[src/rtl/parking_pkg.sv]
// Shared types and constants for the parking gate arbiter.
package parking_pkg;
  typedef enum logic [2:0] {
    ST_IDLE        = 3'd0,
    ST_ISSUE_EXIT  = 3'd1,
    ST_ISSUE_ENTRY = 3'd2,
    ST_ISSUE_DENY  = 3'd3,
    ST_SETTLE      = 3'd4
  } state_e;

  localparam int GATE_W                  = 1;
  localparam int MAX_EXIT_STREAK_DEFAULT = 4;
endpackage

[src/rtl/rr_pick2.sv]
// Two-requester round-robin pick: the pointer names the gate with priority this round.
module rr_pick2
  import parking_pkg::*;
(
  input  logic [1:0]        req_i,
  input  logic [GATE_W-1:0] ptr_i,
  output logic              valid_o,
  output logic [GATE_W-1:0] idx_o
);
  always_comb begin
    valid_o = |req_i;
    if (req_i[ptr_i]) idx_o = ptr_i;
    else              idx_o = ~ptr_i;
  end
endmodule

[src/rtl/parking_gate_arbiter.sv]
// Arbitrates entry/exit gate requests into one-at-a-time registered commands
// for the parking controller, with exit-streak fairness and deny counting.
module parking_gate_arbiter
  import parking_pkg::*;
#(
  parameter int SETTLE_CYCLES   = 1,
  parameter int MAX_EXIT_STREAK = MAX_EXIT_STREAK_DEFAULT
) (
  input  logic       clk,
  input  logic       rst,
  input  logic [1:0] entry_req,
  input  logic [1:0] entry_is_uni,
  input  logic [1:0] exit_req,
  input  logic [1:0] exit_is_uni,
  input  logic       is_uni_vacated_space,
  input  logic       is_vacated_space,
  output logic [1:0] entry_ack,
  output logic [1:0] entry_deny,
  output logic [1:0] exit_ack,
  output logic       car_entered,
  output logic       is_uni_car_entered,
  output logic       car_exited,
  output logic       is_uni_car_exited,
  output logic       busy,
  output logic [7:0] deny_count,
  output logic [2:0] state_dbg
);
  localparam logic [7:0] STREAK_MAX  = 8'(MAX_EXIT_STREAK);
  localparam logic [7:0] SETTLE_LAST = 8'(SETTLE_CYCLES - 1);

  state_e            state_q;
  logic [GATE_W-1:0] entry_ptr_q, exit_ptr_q;
  logic [7:0]        streak_q, settle_q, deny_count_q;
  logic [1:0]        entry_ack_q, entry_deny_q, exit_ack_q;
  logic              car_entered_q, uni_in_q, car_exited_q, uni_out_q, busy_q;

  logic              entry_v, exit_v, take_exit_d, space_ok_d;
  logic [GATE_W-1:0] entry_idx, exit_idx;

  rr_pick2 u_entry_pick (
    .req_i  (entry_req),
    .ptr_i  (entry_ptr_q),
    .valid_o(entry_v),
    .idx_o  (entry_idx)
  );

  rr_pick2 u_exit_pick (
    .req_i  (exit_req),
    .ptr_i  (exit_ptr_q),
    .valid_o(exit_v),
    .idx_o  (exit_idx)
  );

  // Exits win unless they have starved a waiting entry for MAX_EXIT_STREAK grants.
  always_comb begin
    take_exit_d = exit_v && !((streak_q >= STREAK_MAX) && entry_v);
    space_ok_d  = entry_is_uni[entry_idx] ? is_uni_vacated_space : is_vacated_space;
  end

  always_ff @(posedge clk or negedge rst) begin
    if (!rst) begin
      state_q       <= ST_IDLE;
      entry_ptr_q   <= '0;
      exit_ptr_q    <= '0;
      streak_q      <= '0;
      settle_q      <= '0;
      deny_count_q  <= '0;
      entry_ack_q   <= '0;
      entry_deny_q  <= '0;
      exit_ack_q    <= '0;
      car_entered_q <= 1'b0;
      uni_in_q      <= 1'b0;
      car_exited_q  <= 1'b0;
      uni_out_q     <= 1'b0;
      busy_q        <= 1'b0;
    end else begin
      entry_ack_q   <= '0;
      entry_deny_q  <= '0;
      exit_ack_q    <= '0;
      car_entered_q <= 1'b0;
      uni_in_q      <= 1'b0;
      car_exited_q  <= 1'b0;
      uni_out_q     <= 1'b0;
      case (state_q)
        ST_IDLE: begin
          if (take_exit_d) begin
            state_q              <= ST_ISSUE_EXIT;
            busy_q               <= 1'b1;
            exit_ack_q[exit_idx] <= 1'b1;
            car_exited_q         <= 1'b1;
            uni_out_q            <= exit_is_uni[exit_idx];
            exit_ptr_q           <= ~exit_idx;
            if (streak_q < STREAK_MAX) streak_q <= streak_q + 8'd1;
          end else if (entry_v) begin
            busy_q      <= 1'b1;
            entry_ptr_q <= ~entry_idx;
            streak_q    <= '0;
            if (space_ok_d) begin
              state_q                <= ST_ISSUE_ENTRY;
              entry_ack_q[entry_idx] <= 1'b1;
              car_entered_q          <= 1'b1;
              uni_in_q               <= entry_is_uni[entry_idx];
            end else begin
              state_q                 <= ST_ISSUE_DENY;
              entry_deny_q[entry_idx] <= 1'b1;
              if (deny_count_q != 8'hFF) deny_count_q <= deny_count_q + 8'd1;
            end
          end
        end
        ST_ISSUE_EXIT, ST_ISSUE_ENTRY, ST_ISSUE_DENY: begin
          settle_q <= '0;
          if (SETTLE_CYCLES == 0) begin
            state_q <= ST_IDLE;
            busy_q  <= 1'b0;
          end else begin
            state_q <= ST_SETTLE;
          end
        end
        ST_SETTLE: begin
          if (settle_q == SETTLE_LAST) begin
            state_q <= ST_IDLE;
            busy_q  <= 1'b0;
          end else begin
            settle_q <= settle_q + 8'd1;
          end
        end
        default: begin
          state_q <= ST_IDLE;
          busy_q  <= 1'b0;
        end
      endcase
    end
  end

  assign entry_ack          = entry_ack_q;
  assign entry_deny         = entry_deny_q;
  assign exit_ack           = exit_ack_q;
  assign car_entered        = car_entered_q;
  assign is_uni_car_entered = uni_in_q;
  assign car_exited         = car_exited_q;
  assign is_uni_car_exited  = uni_out_q;
  assign busy               = busy_q;
  assign deny_count         = deny_count_q;
  assign state_dbg          = state_q;
endmodule
[config.mk]
export PLATFORM = sky130hd
export DESIGN_NAME = parking_gate_arbiter
export DESIGN_NICKNAME = d
export VERILOG_FILES = /design/src/rtl/parking_pkg.sv /design/src/rtl/rr_pick2.sv /design/src/rtl/parking_gate_arbiter.sv
export SDC_FILE = /design/constraint.sdc
export NUM_CORES = 1
export LEC_CHECK = 0
export BUFFER_PORTS_ARGS = -buffer_cell sky130_fd_sc_hd__buf_2
export CAP_MARGIN = 20
export CORE_ASPECT_RATIO = 0.75
export CORE_MARGIN = 3
export CORE_UTILIZATION = 45
export DETAILED_ROUTE_END_ITERATION = 8
export MAX_ROUTING_LAYER = met4
export PLACE_DENSITY_LB_ADDON = 0.25
export SYNTH_ARGS = -nofsm -noshare
export SYNTH_HDL_FRONTEND = slang
export SYNTH_SLANG_ARGS = --single-unit
[constraint.sdc]
create_clock -name clk -period 2 [get_ports clk]
set_input_delay 0.3 -clock clk [delete_from_list [all_inputs] [get_ports clk]]
set_output_delay 0.3 -clock clk [all_outputs]
set_load 0.01 [all_outputs]
==> metrics.log, run 1 <==
INFO  metric final_critical_path_setup_slack = 0.0825 ns
INFO  metric grt-ovfl-total = 0
INFO  metric hold_buffers = 0
INFO  metric finalHoldViolations = 0
INFO  metric post-synth-top-count-cell = sky130_fd_sc_hd__dfrtp_1
INFO  metric timing.setup.critical_path_class = reg -> reg
INFO  metric rsz_0062_raised_after_global_routing = false
INFO  metric count_of_flip_flops_with_a_built_in_enable_after_synthesis = 0
INFO  metric worst_ep_required_time = 2.17 ns
INFO  metric grt_antenna_before_repair = 0
INFO  metric dpl.hpwl = 2760 um
INFO  metric cts-htree-levels = 2
INFO  metric critical_path.max_fanout = 5
INFO  metric fraction_of_layout_cells_with_a_size_suffix_above_1 = 26.4%
INFO  metric drc = 0
INFO  metric min_period = 1.92 ns
INFO  metric placeableCoreArea = 3780 um^2
INFO  metric detailed_routing_iterations_pass_1 = 4
INFO  metric worst_ep_arrival_time = 2.09 ns
INFO  metric yosys.area_share.simple = 22.5%
INFO  metric cts.sinks = 40
INFO  metric worstSetupEndpointType = flop
INFO  metric portion_of_the_clock_cycle_consumed_by_the_worst_path_in_the_final_layout = 95.9%
INFO  metric chipWidth = 79.4 um
INFO  metric synth.yosys.seq_area_share = 55.1%
INFO  metric status = complete, no violations
INFO  metric post_synth_most_frequent_cells = sky130_fd_sc_hd__dfrtp_1 (40), sky130_fd_sc_hd__nor2_1 (17), sky130_fd_sc_hd__nand2_1 (15)
INFO  metric initial_utilization = 48.1%
INFO  metric vias_after_detailed_routing = 1326
INFO  metric cts.clk_slew.worst_paths = 0.07 ns
INFO  metric drt_first_iter_violations = 90
INFO  metric ant_nets = 0
INFO  metric worst_slew_pin_slew = 0.872 ns
INFO  metric synth_compound_area_share = 4.34%
INFO  metric route.detailed.vias_per_inst = 5.10
INFO  metric root_buffer = sky130_fd_sc_hd__clkbuf_8
INFO  metric slew-limit-headroom = 41.8%
INFO  metric fin_nets = 224
INFO  metric yosysTopAreaCellShare = 55.1%
INFO  metric synth_area_leader_cell = sky130_fd_sc_hd__dfrtp_1
INFO  metric number_of_port_buffers = 33
INFO  metric place.gp.congestion = 0.772
INFO  metric peakVddDrop = 0.000549 V
INFO  metric yosys_most_used_dff = sky130_fd_sc_hd__dfrtp_1
INFO  metric dp_worst_setup_slack = 0.0937 ns
INFO  metric dpl_cell_area = 2070 um^2
INFO  metric finClkSkew = 0.00362 ns
INFO  metric critical_path.startpoint_type = flop
INFO  metric cts.repair_timing.setup_buffer_count = 0
INFO  metric mappedNetlistArea = 1820 um^2
INFO  metric async_reset_ff_share = 100%
INFO  metric grt_start_max_net_pins = 41
INFO  metric post_cts_resize_count = 0
INFO  metric yosys.area_share.adder = 3.44%
INFO  metric synthXorXnorAreaFrac = 4.82%
INFO  metric row_count = 19
INFO  metric clock_insertion_delay_worst_skew = 0.28 ns
INFO  metric postSynthRegisterBits = 40
INFO  metric die_area = 4840 um^2
INFO  metric layout_cell_area_excl_fill = 2160 um^2
INFO  metric fin_setup_tns = 0 ns
INFO  metric number_of_cells_produced_by_synthesis = 165
INFO  metric clock_tree_from_tritoncts = done
INFO  metric synth_nets = 182
INFO  metric cellPowerDensity = 1130 nW/um^2
INFO  metric routed_wirelength = 3590 um
INFO  metric synth.avg_cell_area = 11.0 um^2
INFO  metric leakage = 1.09 nW
INFO  metric fmax = 522 MHz
INFO  metric n_antenna_cell = 0
INFO  metric top_level_ports = 34
INFO  metric synthMuxAreaShare = 7.44%
INFO  metric synth_warnings = 0
INFO  metric area_delta_synth_final = 18.9%
INFO  metric total_cts_buffers = 5
INFO  metric die_h = 61.0 um
INFO  metric holdCritPathClass = in -> async
INFO  metric wl_per_cell = 13.8 um
INFO  metric grt_use_total = 16.3%
INFO  metric synth.distinct_cells = 39
INFO  metric clock_path_buffers = 2
INFO  metric first_global_vias = 1253
INFO  metric max-cap-violations = 0
INFO  metric synth.area.top_cells = sky130_fd_sc_hd__dfrtp_1 (55%), sky130_fd_sc_hd__nor2_1 (3.5%), sky130_fd_sc_hd__ha_1 (3.4%)
INFO  metric synth_top_family_by_area = simple AND/OR/NAND/NOR gates
INFO  metric timing.final.setup_violations = 0
INFO  metric slew_viol_final = 0
INFO  metric grt_first_pass_wirelength = 5710 um
==> routing by layer <==
metal,wire [um],track usage (%),vias up
met1,1720,21.1,632
met3,197,4.68,5
met2,1630,24.9,39
met4,40,5.88,0
li1,-,-,650
met5,0,-,-
==> sequential cells by signal (all words and copies together), names as in the netlist <==
register and count:
is_uni_car_exited 1, entry_ptr_q 1, state_dbg 3, deny_count 8, exit_ptr_q 1, is_uni_car_entered 1, entry_ack 2, entry_deny 2
car_entered 1, car_exited 1, settle_q 8, streak_q 8, busy 1, exit_ack 2
==> final timing paths <==
path	start	to	slack, ns	cells after the start
max in group asynchronous	rst	deny_count[2]	1.33	1
min	rst	settle_q[5]	0.13	1
max	entry_ptr_q	deny_count[6]	0.08	5
min in group clk	exit_req[1]	exit_ptr_q	0.21	2
max reg2reg	entry_ptr_q	deny_count[6]	0.08	5
min reg2reg	busy	busy	0.49	2
==> placed cells by master (no fill, tap or decap), types with 4 or more instances in the layout <==
master / netlist / routed
sky130_fd_sc_hd__buf_2: 2 / 33
sky130_fd_sc_hd__nand3_1: 7 / 7
sky130_fd_sc_hd__o21ai_0: 4 / 4
sky130_fd_sc_hd__inv_1: 8 / 8
sky130_fd_sc_hd__nor2b_1: 6 / 6
sky130_fd_sc_hd__nand4_1: 6 / 6
sky130_fd_sc_hd__xor2_1: 4 / 4
sky130_fd_sc_hd__buf_4: 0 / 4
sky130_fd_sc_hd__dfrtp_1: 40 / 40
sky130_fd_sc_hd__clkbuf_8: 0 / 6
sky130_fd_sc_hd__nor3_1: 4 / 4
sky130_fd_sc_hd__nor2_1: 17 / 17
sky130_fd_sc_hd__mux2i_1: 4 / 4
sky130_fd_sc_hd__nand2_1: 15 / 15
sky130_fd_sc_hd__xnor2_1: 6 / 6
sky130_fd_sc_hd__ha_1: 5 / 5
==> per-stage QoR <==
step / power [mW] / hold slack, ns / std cells / utilization, %
finish: 2.44 / 0.131 / 260 / 57.2
global route: 2.62 / 0.196 / 260 / 57.2
CTS: 2.48 / 0.156 / 260 / 57.2
detailed placement: 1.93 / 0.470 / 252 / 54.7
global placement: 1.89 / 0.452 / 252 / 54.7
floorplan: 1.62 / 0.00441 / 165 / -
==> cells by family after synthesis <==
group,Yosys count
flip-flops,40
AND/OR/NAND/NOR,76
buffers and inverters,11
AO/OA/AOI/OAI,12
XOR/XNOR,10
multiplexers,11
adder cells (fa/ha/maj),5
==> area by class of cell <==
cell class                 instances  area (um^2)
clock buffer                       7         86.3
sequential                        40         1000
tap                               52         65.1
clock inverter                     1         7.51
timing repair buffer              37          195
inverter                           9         33.8
fill                             311         1620
multi-input combinational        114          772
==> critical path: stages, from the launching register on <==
cell and delay [ns]:
sky130_fd_sc_hd__dfrtp_1 0.41, sky130_fd_sc_hd__mux2i_4 0.36, sky130_fd_sc_hd__mux2i_2 0.44, sky130_fd_sc_hd__nor2_2 0.14, sky130_fd_sc_hd__nand4_1 0.13, sky130_fd_sc_hd__mux2_1 0.33
==> where the power goes <==
group	total (mW)	leakage (nW)	internal (mW)	switching [mW]
clock network	0.541	0.0445	0.280	0.261
registers	1.11	0.534	0.974	0.141
logic	0.789	0.514	0.341	0.448
total	2.44	1.09	1.60	0.849
(Power assumes the default switching activity.)
==> inputs of run 2 (changes only) <==
--- a/config.mk
+++ b/config.mk
@@ -5,6 +5,7 @@
 export SDC_FILE = /design/constraint.sdc
 export NUM_CORES = 1
 export LEC_CHECK = 0
+export ABC_AREA = 1
 export BUFFER_PORTS_ARGS = -buffer_cell sky130_fd_sc_hd__buf_2
 export CAP_MARGIN = 20
 export CORE_ASPECT_RATIO = 0.75
@@ -12,7 +13,7 @@
 export CORE_UTILIZATION = 45
 export DETAILED_ROUTE_END_ITERATION = 8
 export MAX_ROUTING_LAYER = met4
-export PLACE_DENSITY_LB_ADDON = 0.25
+export PLACE_DENSITY = 0.66
 export SYNTH_ARGS = -nofsm -noshare
 export SYNTH_HDL_FRONTEND = slang
 export SYNTH_SLANG_ARGS = --single-unit
==> metrics.log, run 2 <==
INFO  metric status = complete, no violations
INFO  metric use_met2 = 23.3% (-1.7 points)
INFO  metric grt_use_total = 16.1% (-0.19 points)
INFO  metric finClkSkew = 0.00923 ns (+0.00562 ns)
INFO  metric dpl_cell_area = 2350 um^2 (+14%)
INFO  metric place.detailed.instances = 317 (+26%)
INFO  metric yosysTopAreaCellShare = 47.1% (-8.0 points)
INFO  metric async_reset_ff_share = 100% (unchanged)
INFO  metric first_global_vias = 1531 (+22%)
INFO  metric post-synth-top-count-cell = sky130_fd_sc_hd__dfrtp_1
INFO  metric synth.area.top_cells = sky130_fd_sc_hd__dfrtp_1 (47%), sky130_fd_sc_hd__nand2_1 (6.4%), sky130_fd_sc_hd__inv_1 (6.2%)
INFO  metric grt_start_max_net_pins = 22 (-46%)
INFO  metric slew-limit-headroom = 66.4% (+25 points)
INFO  metric synth.yosys.seq_area_share = 47.1% (-8.0 points)
INFO  metric n_antenna_cell = 0 (unchanged)
INFO  metric worst_slew_pin_slew = 0.504 ns (-0.369 ns)
INFO  metric cts-htree-levels = 2 (unchanged)
INFO  metric detailed_routing_iterations_pass_1 = 4 (unchanged)
INFO  metric worstSetupEndpointType = flop
INFO  metric rsz_0062_raised_after_global_routing = false
INFO  metric ant_nets = 0 (unchanged)
INFO  metric area_delta_synth_final = 16.0%
INFO  metric placeableCoreArea = 4300 um^2 (+14%)
INFO  metric worst_ep_arrival_time = 1.64 ns (-0.45 ns)
INFO  metric dpl.hpwl = 2970 um (+7.7%)
INFO  metric top_level_ports = 34 (unchanged)
INFO  metric routed_wirelength = 3940 um (+9.7%)
INFO  metric vias_after_detailed_routing = 1556 (+17%)
INFO  metric max-cap-violations = 0 (unchanged)
INFO  metric synth_area_leader_cell = sky130_fd_sc_hd__dfrtp_1
INFO  metric peakVddDrop = 0.000586 V (+6.6%)
INFO  metric fin_cells = 326 (+25%)
INFO  metric grt_use_met1 = 22.9% (+1.8 points)
INFO  metric slew_viol_final = 0 (unchanged)
INFO  metric synth.distinct_cells = 30 (-23%)
INFO  metric fin_setup_tns = 0 ns (unchanged)
INFO  metric synth_warnings = 0 (unchanged)
INFO  metric total_cts_buffers = 5 (unchanged)
INFO  metric yosys_most_used_dff = sky130_fd_sc_hd__dfrtp_1
INFO  metric critical_path.max_fanout = 8 (+3)
INFO  metric cellPowerDensity = 999 nW/um^2 (-12%)
INFO  metric synth.avg_cell_area = 9.24 um^2 (-16%)
INFO  metric postSynthRegisterBits = 40 (unchanged)
INFO  metric clock_tree_from_tritoncts = done
INFO  metric timing.setup.critical_path_class = reg -> reg
INFO  metric mappedNetlistArea = 2130 um^2 (+17%)
INFO  metric post_synth_most_frequent_cells = sky130_fd_sc_hd__dfrtp_1 (40), sky130_fd_sc_hd__nand2_1 (36), sky130_fd_sc_hd__inv_1 (35)
INFO  metric use_met3 = 4.26% (-0.42 points)
INFO  metric fmax = 684 MHz (+31%)
INFO  metric chipWidth = 85.4 um (+7.6%)
INFO  metric leakage = 1.29 nW (+18%)
INFO  metric layout.cells.most_common_list = sky130_fd_sc_hd__dfrtp_1 (40), sky130_fd_sc_hd__nand2_1 (36), sky130_fd_sc_hd__inv_1 (35)
INFO  metric timing.final.setup_violations = 0 (unchanged)
INFO  metric grt_first_pass_wirelength = 7010 um (+23%)
INFO  metric number_of_cells_produced_by_synthesis = 230 (+39%)
INFO  metric fraction_of_layout_cells_with_a_size_suffix_above_1 = 30.6% (+4.2 points)
INFO  metric initial_utilization = 49.4% (+1.3 points)
INFO  metric cts.clk_slew.worst_paths = 0.08 ns (about the same)
INFO  metric row_count = 20 (+1)
INFO  metric portion_of_the_clock_cycle_consumed_by_the_worst_path_in_the_final_layout = 73.1% (-23 points)
INFO  metric clock_insertion_delay_worst_skew = 0.29 ns (about the same)
INFO  metric drt_first_iter_violations = 87 (-3.3%)
INFO  metric grt_antenna_before_repair = 0 (unchanged)
INFO  metric worst_ep_required_time = 2.18 ns (about the same)
INFO  metric grt-ovfl-total = 0 (unchanged)
INFO  metric die_h = 65.5 um (+7.4%)
INFO  metric layout.cells.most_common = sky130_fd_sc_hd__dfrtp_1
INFO  metric clock_path_buffers = 2 (unchanged)
INFO  metric cts.sinks = 40 (unchanged)
INFO  metric synth_nets = 247 (+36%)
INFO  metric count_of_flip_flops_with_a_built_in_enable_after_synthesis = 0 (unchanged)
INFO  metric holdCritPathClass = in -> reg
INFO  metric fin_nets = 287 (+28%)
INFO  metric critical_path.startpoint_type = flop
INFO  metric dp_worst_setup_slack = 0.497 ns (+0.403 ns)
INFO  metric root_buffer = sky130_fd_sc_hd__clkbuf_8
INFO  metric final_critical_path_setup_slack = 0.538 ns (+0.456 ns)
INFO  metric number_of_port_buffers = 33 (unchanged)
INFO  metric drc = 0 (unchanged)
INFO  metric gr-max-usage-layer = met2
INFO  metric place.gp.congestion = 0.821 (+6.4%)
INFO  metric die_area = 5590 um^2 (+15%)
INFO  metric route.detailed.vias_per_inst = 4.77 (-6.4%)
INFO  metric min_period = 1.46 ns (-0.456 ns)
INFO  metric layout_cell_area_excl_fill = 2470 um^2 (+14%)
INFO  metric finalHoldViolations = 0 (unchanged)
INFO  metric whs = 0.217 ns (+0.0862 ns)
INFO  metric wl_per_cell = 12.1 um (-13%)
==> run 2: cell types whose count changed after synthesis, moves of 6 or more <==
cell,delta
sky130_fd_sc_hd__inv_2,+6
sky130_fd_sc_hd__o21ai_0,+7
sky130_fd_sc_hd__nand2_1,+21
sky130_fd_sc_hd__o21bai_1,+8
sky130_fd_sc_hd__nor2b_1,-6
sky130_fd_sc_hd__nand3_2,+12
sky130_fd_sc_hd__xnor2_1,-6
sky130_fd_sc_hd__nand3_1,+8
sky130_fd_sc_hd__inv_1,+27
==> run 2: where the power goes <==
| group | internal (mW) | total (mW) | switching, mW | leakage (nW) |
|---|---|---|---|---|
| Clock | 0.370 | 0.649 | 0.278 | 0.0552 |
| Combinational | 0.253 | 0.807 | 0.555 | 0.736 |
| Sequential | 0.935 | 1.01 | 0.0734 | 0.501 |
| Total | 1.56 | 2.46 | 0.907 | 1.29 |
==> run 2: kinds of logic (layout without fill, tap and decap cells) <==
logic type	after synthesis	after routing	share of synthesized area [%]
AND/OR/NAND/NOR	104	104	29.4
buffers and inverters	46	87	9.36
flip-flops	40	40	47.1
AO/OA/AOI/OAI	27	27	7.89
XOR/XNOR	8	8	3.30
adder cells (fa/ha/maj)	5	5	2.94
==> run 2: area by class of cell <==
class                      count  area, um^2
clock buffer                   6        72.6
clock inverter                 2        35.0
fill                         387        1840
inverter                      44         168
multi-input combinational    144         926
sequential                    40        1000
tap                           55        68.8
timing repair buffer          35         195
==> run 2: through the flow <==
stage	util [%]	power (mW)
floorplan	-	1.64
global placement	54.6	1.83
detailed placement	54.6	1.84
CTS	57.3	2.49
global route	57.3	2.63
finish	57.3	2.46
==> run 2: path summary, 6_finish.rpt <==
check	startpoint	end	slack (ns)	cells past startpoint
worst max register to register	deny_count[0]	deny_count[7]	0.54	8
worst max-delay path	deny_count[0]	deny_count[7]	0.54	8
max in group asynchronous	rst	busy	1.01	3
worst min-delay path	exit_is_uni[0]	is_uni_car_exited	0.22	3
min in group asynchronous	rst	deny_count[6]	0.51	2
worst min register to register	streak_q[6]	streak_q[6]	0.50	2
==> run 2: critical path, stage by stage (launching register included) <==
cell and delay, ns:
sky130_fd_sc_hd__dfrtp_1 0.41, sky130_fd_sc_hd__ha_1 0.20, sky130_fd_sc_hd__nand3_1 0.13, sky130_fd_sc_hd__nor2_2 0.17, sky130_fd_sc_hd__nand3_2 0.12, sky130_fd_sc_hd__inv_2 0.12, sky130_fd_sc_hd__nor2_8 0.07, sky130_fd_sc_hd__nand3_2 0.06
sky130_fd_sc_hd__nand2_1 0.06
==> run 2: per-layer routing <==
metal | wire [um] | part of all wire (%)
met1 | 2130 | 54
met2 | 1590 | 40
met3 | 197 | 5.0
met4 | 18 | 0.46
met5 | 0 | 0
==> run 2: timing repair <==
action,in CTS,in global routing
setup endpoints to repair,0,0
gates resized for setup,0,0
hold endpoints to repair,20,0
hold buffers,1,0
buffers inserted,0,0
==> inputs of run 3 (changes only) <==
--- a/config.mk
+++ b/config.mk
@@ -13,7 +13,7 @@
 export CORE_UTILIZATION = 45
 export DETAILED_ROUTE_END_ITERATION = 8
 export MAX_ROUTING_LAYER = met4
-export PLACE_DENSITY = 0.66
+export PLACE_DENSITY = 0.68
 export SYNTH_ARGS = -nofsm -noshare
 export SYNTH_HDL_FRONTEND = slang
 export SYNTH_SLANG_ARGS = --single-unit
==> constraint.sdc (replaced) <==
create_clock -name clk -period 1.3 [get_ports clk]
set_input_delay 0.195 -clock clk [delete_from_list [all_inputs] [get_ports clk]]
set_output_delay 0.195 -clock clk [all_outputs]
set_load 0.01 [all_outputs]
==> metrics.log, run 3 (same netlist as run 2, synthesis figures left out) <==
INFO  metric hold_wc_startpoint = exit_is_uni[0]
INFO  metric placeableCoreArea = 4300 um^2 (unchanged)
INFO  metric layout.cells.most_common_list = sky130_fd_sc_hd__dfrtp_1 (40), sky130_fd_sc_hd__buf_2 (33), sky130_fd_sc_hd__inv_1 (30)
INFO  metric worst_slew_pin_slew = 0.347 ns (-0.157 ns)
INFO  metric clock_insertion_delay_worst_skew = 0.30 ns (about the same)
INFO  metric dpl_cell_area = 2520 um^2 (+7.2%)
INFO  metric holdCritPathClass = in -> reg
INFO  metric fin_setup_tns = -0.282 ns (-0.282 ns)
INFO  metric p_int = 2.98 mW (+91%)
INFO  metric worst_ep_required_time = 1.49 ns (-0.69 ns)
INFO  metric totalPowerFinal = 4.79 mW (+94%)
INFO  metric worst_path_max_delay_cell = sky130_fd_sc_hd__dfrtp_1
INFO  metric chipWidth = 85.4 um (unchanged)
INFO  metric clock_path_buffers = 2 (unchanged)
INFO  metric ant_nets = 0 (unchanged)
INFO  metric reg2reg_to = busy
INFO  metric row_count = 20 (unchanged)
INFO  metric die_area = 5590 um^2 (unchanged)
INFO  metric max-cap-violations = 0 (unchanged)
INFO  metric combinationalPowerShare = 43.9% (+11 points)
INFO  metric worst_ep_arrival_time = 1.59 ns (-0.05 ns)
INFO  metric regToRegSetupSlack = -0.1 ns (-0.64 ns)
INFO  metric grt-ovfl-total = 0 (unchanged)
INFO  metric timing.setup.critical_path_class = reg -> reg
INFO  metric fmax = 716 MHz (+4.6%)
INFO  metric grt_use_total = 18.3% (+2.1 points)
INFO  metric root_buffer = sky130_fd_sc_hd__clkbuf_8
INFO  metric layout.cells.most_common = sky130_fd_sc_hd__dfrtp_1
INFO  metric fraction_of_layout_cells_with_a_size_suffix_above_1 = 50.8% (+20 points)
INFO  metric slew_viol_final = 0 (unchanged)
INFO  metric wl_per_cell = 14.3 um (+19%)
INFO  metric number_of_port_buffers = 33 (unchanged)
INFO  metric rsz_0062_raised_after_global_routing = true
INFO  metric total_cts_buffers = 5 (unchanged)
INFO  metric worstPathBufferInverterCount = 1 (unchanged)
INFO  metric status = complete, but fails checks
INFO  metric dp_worst_setup_slack = -0.0774 ns (-0.575 ns)
INFO  metric timing.final.setup_violations = 10 (+10)
INFO  metric finalCoreUtilization = 70.8% (+14 points)
INFO  metric worstSetupEndpointType = flop
INFO  metric critical_path_cell_sequence = inv_1 -> nand3_1 -> o21ai_4 -> nand2_4 -> o21ai_2 -> nand2_1
INFO  metric cpLargestDelayFamily = flip-flops
INFO  metric drt_first_iter_violations = 59 (-32%)
INFO  metric first_global_vias = 1754 (+15%)
INFO  metric grt_first_pass_wirelength = 7870 um (+12%)
INFO  metric route.detailed.vias_per_inst = 4.96 (+4.0%)
INFO  metric rr_worst_depth = 6 (-2)
INFO  metric dpl.hpwl = 3120 um (+5.2%)
INFO  metric violations = negative setup slack
INFO  metric fin_nets = 317 (+10%)
INFO  metric clock_tree_from_tritoncts = done
INFO  metric n_antenna_cell = 0 (unchanged)
INFO  metric leakage = 1.54 nW (+19%)
INFO  metric cts-htree-levels = 2 (unchanged)
INFO  metric layout_cell_area_excl_fill = 3050 um^2 (+24%)
INFO  metric r2r-start = settle_q[2]
INFO  metric critPathMaxStageDelay = 0.46 ns (+0.05 ns)
INFO  metric area_delta_synth_final = 43.4%
INFO  metric grt_start_max_net_pins = 41 (+86%)
INFO  metric initial_utilization = 49.4% (unchanged)
INFO  metric cts.sinks = 40 (unchanged)
INFO  metric min_delay_worst_endpoint = is_uni_car_exited
INFO  metric clock_power_share = 23.8% (-2.5 points)
INFO  metric slew-limit-headroom = 76.7% (+10 points)
INFO  metric switching_power = 1.81 mW (+99%)
INFO  metric critical_path.max_fanout = 5 (-3)
INFO  metric peakVddDrop = 0.00104 V (+77%)
INFO  metric critical_path.startpoint_type = flop
INFO  metric power.switching_fraction = 37.8% (+0.98 points)
INFO  metric portion_of_the_clock_cycle_consumed_by_the_worst_path_in_the_final_layout = 107% (+34 points)
INFO  metric routed_wirelength = 5100 um (+30%)
INFO  metric die_h = 65.5 um (unchanged)
INFO  metric detailed_routing_iterations_pass_1 = 4 (unchanged)
INFO  metric finClkSkew = 0.00631 ns (-0.00293 ns)
INFO  metric min_period = 1.40 ns (-0.0645 ns)
INFO  metric crit_start = settle_q[2]
INFO  metric top_level_ports = 34 (unchanged)
INFO  metric finalHoldViolations = 0 (unchanged)
INFO  metric grt_antenna_before_repair = 0 (unchanged)
INFO  metric drc = 0 (unchanged)
INFO  metric place.gp.congestion = 0.825 (+0.44%)
INFO  metric final_critical_path_setup_slack = -0.0972 ns (-0.635 ns)
INFO  metric whs_path_depth = 3 (unchanged)
INFO  metric vias_after_detailed_routing = 1767 (+14%)
INFO  metric cellPowerDensity = 1570 nW/um^2 (+57%)
INFO  metric seqPwrFrac = 32.3% (-8.6 points)
INFO  metric cts.clk_slew.worst_paths = 0.08 ns (about the same)
run 3: worst max path at each step:
stage                        end  slack (ns)  cells after the start
2_1_floorplan      deny_count[2]       -0.05                      8
3_3_place_gp   is_uni_car_exited       -0.02                     10
3_5_place_dp       entry_deny[0]       -0.08                      9
4_1_cts        is_uni_car_exited       -0.03                     10
5_1_grt                     busy       -0.15                      7
6_report                    busy        -0.1                      6
run 3: metal layers:
layer  track usage (%)  share of wire (%)  vias to the layer above
met4              6.72                1.4                        0
met5                 -                  0                        -
met3              3.76                4.8                        8
met2              28.1                 49                       46
li1                  -                  -                      865
met1              24.0                 44                      848
run 3: power groups by stage:
stage / logic (mW) / registers [mW] / clock network, mW
detailed placement: 1.45 / 1.56 / 0
global route: 2.26 / 1.57 / 1.22
finish: 2.10 / 1.55 / 1.14
CTS: 1.52 / 1.54 / 1.16
floorplan: 0.896 / 1.62 / 0
global placement: 1.44 / 1.56 / 0
run 3: worst register-to-register path: stages (launching register included):
cell,delay (ns)
sky130_fd_sc_hd__dfrtp_1,0.46
sky130_fd_sc_hd__inv_1,0.13
sky130_fd_sc_hd__nand3_1,0.13
sky130_fd_sc_hd__o21ai_4,0.25
sky130_fd_sc_hd__nand2_4,0.12
sky130_fd_sc_hd__o21ai_2,0.13
sky130_fd_sc_hd__nand2_1,0.07
run 3: layout make-up:
| type | count | area, um^2 |
|---|---|---|
| flip-flops and latches | 40 | 1000 |
| multi-input cells | 145 | 1190 |
| clock buffers | 7 | 96.3 |
| clock inverters | 1 | 30.0 |
| inverters | 44 | 188 |
| repair buffers | 64 | 472 |
| well taps | 55 | 68.8 |
| fillers | 316 | 1260 |
run 3: timing repair:
item,CTS,global route
resized for setup,15,66
buffers inserted,2,7
hold buffers,1,0
hold endpoints to repair,40,0
gates cloned,0,1
endpoints found under the setup margin,17,33
pin swaps,14,17
run 3: metrics by stage:
stage               hold WS [ns]  instances
finish                    0.0906        356
global route              0.0990        356
CTS                       0.0854        348
detailed placement         0.183        337
global placement           0.181        337
floorplan                 -0.101        230
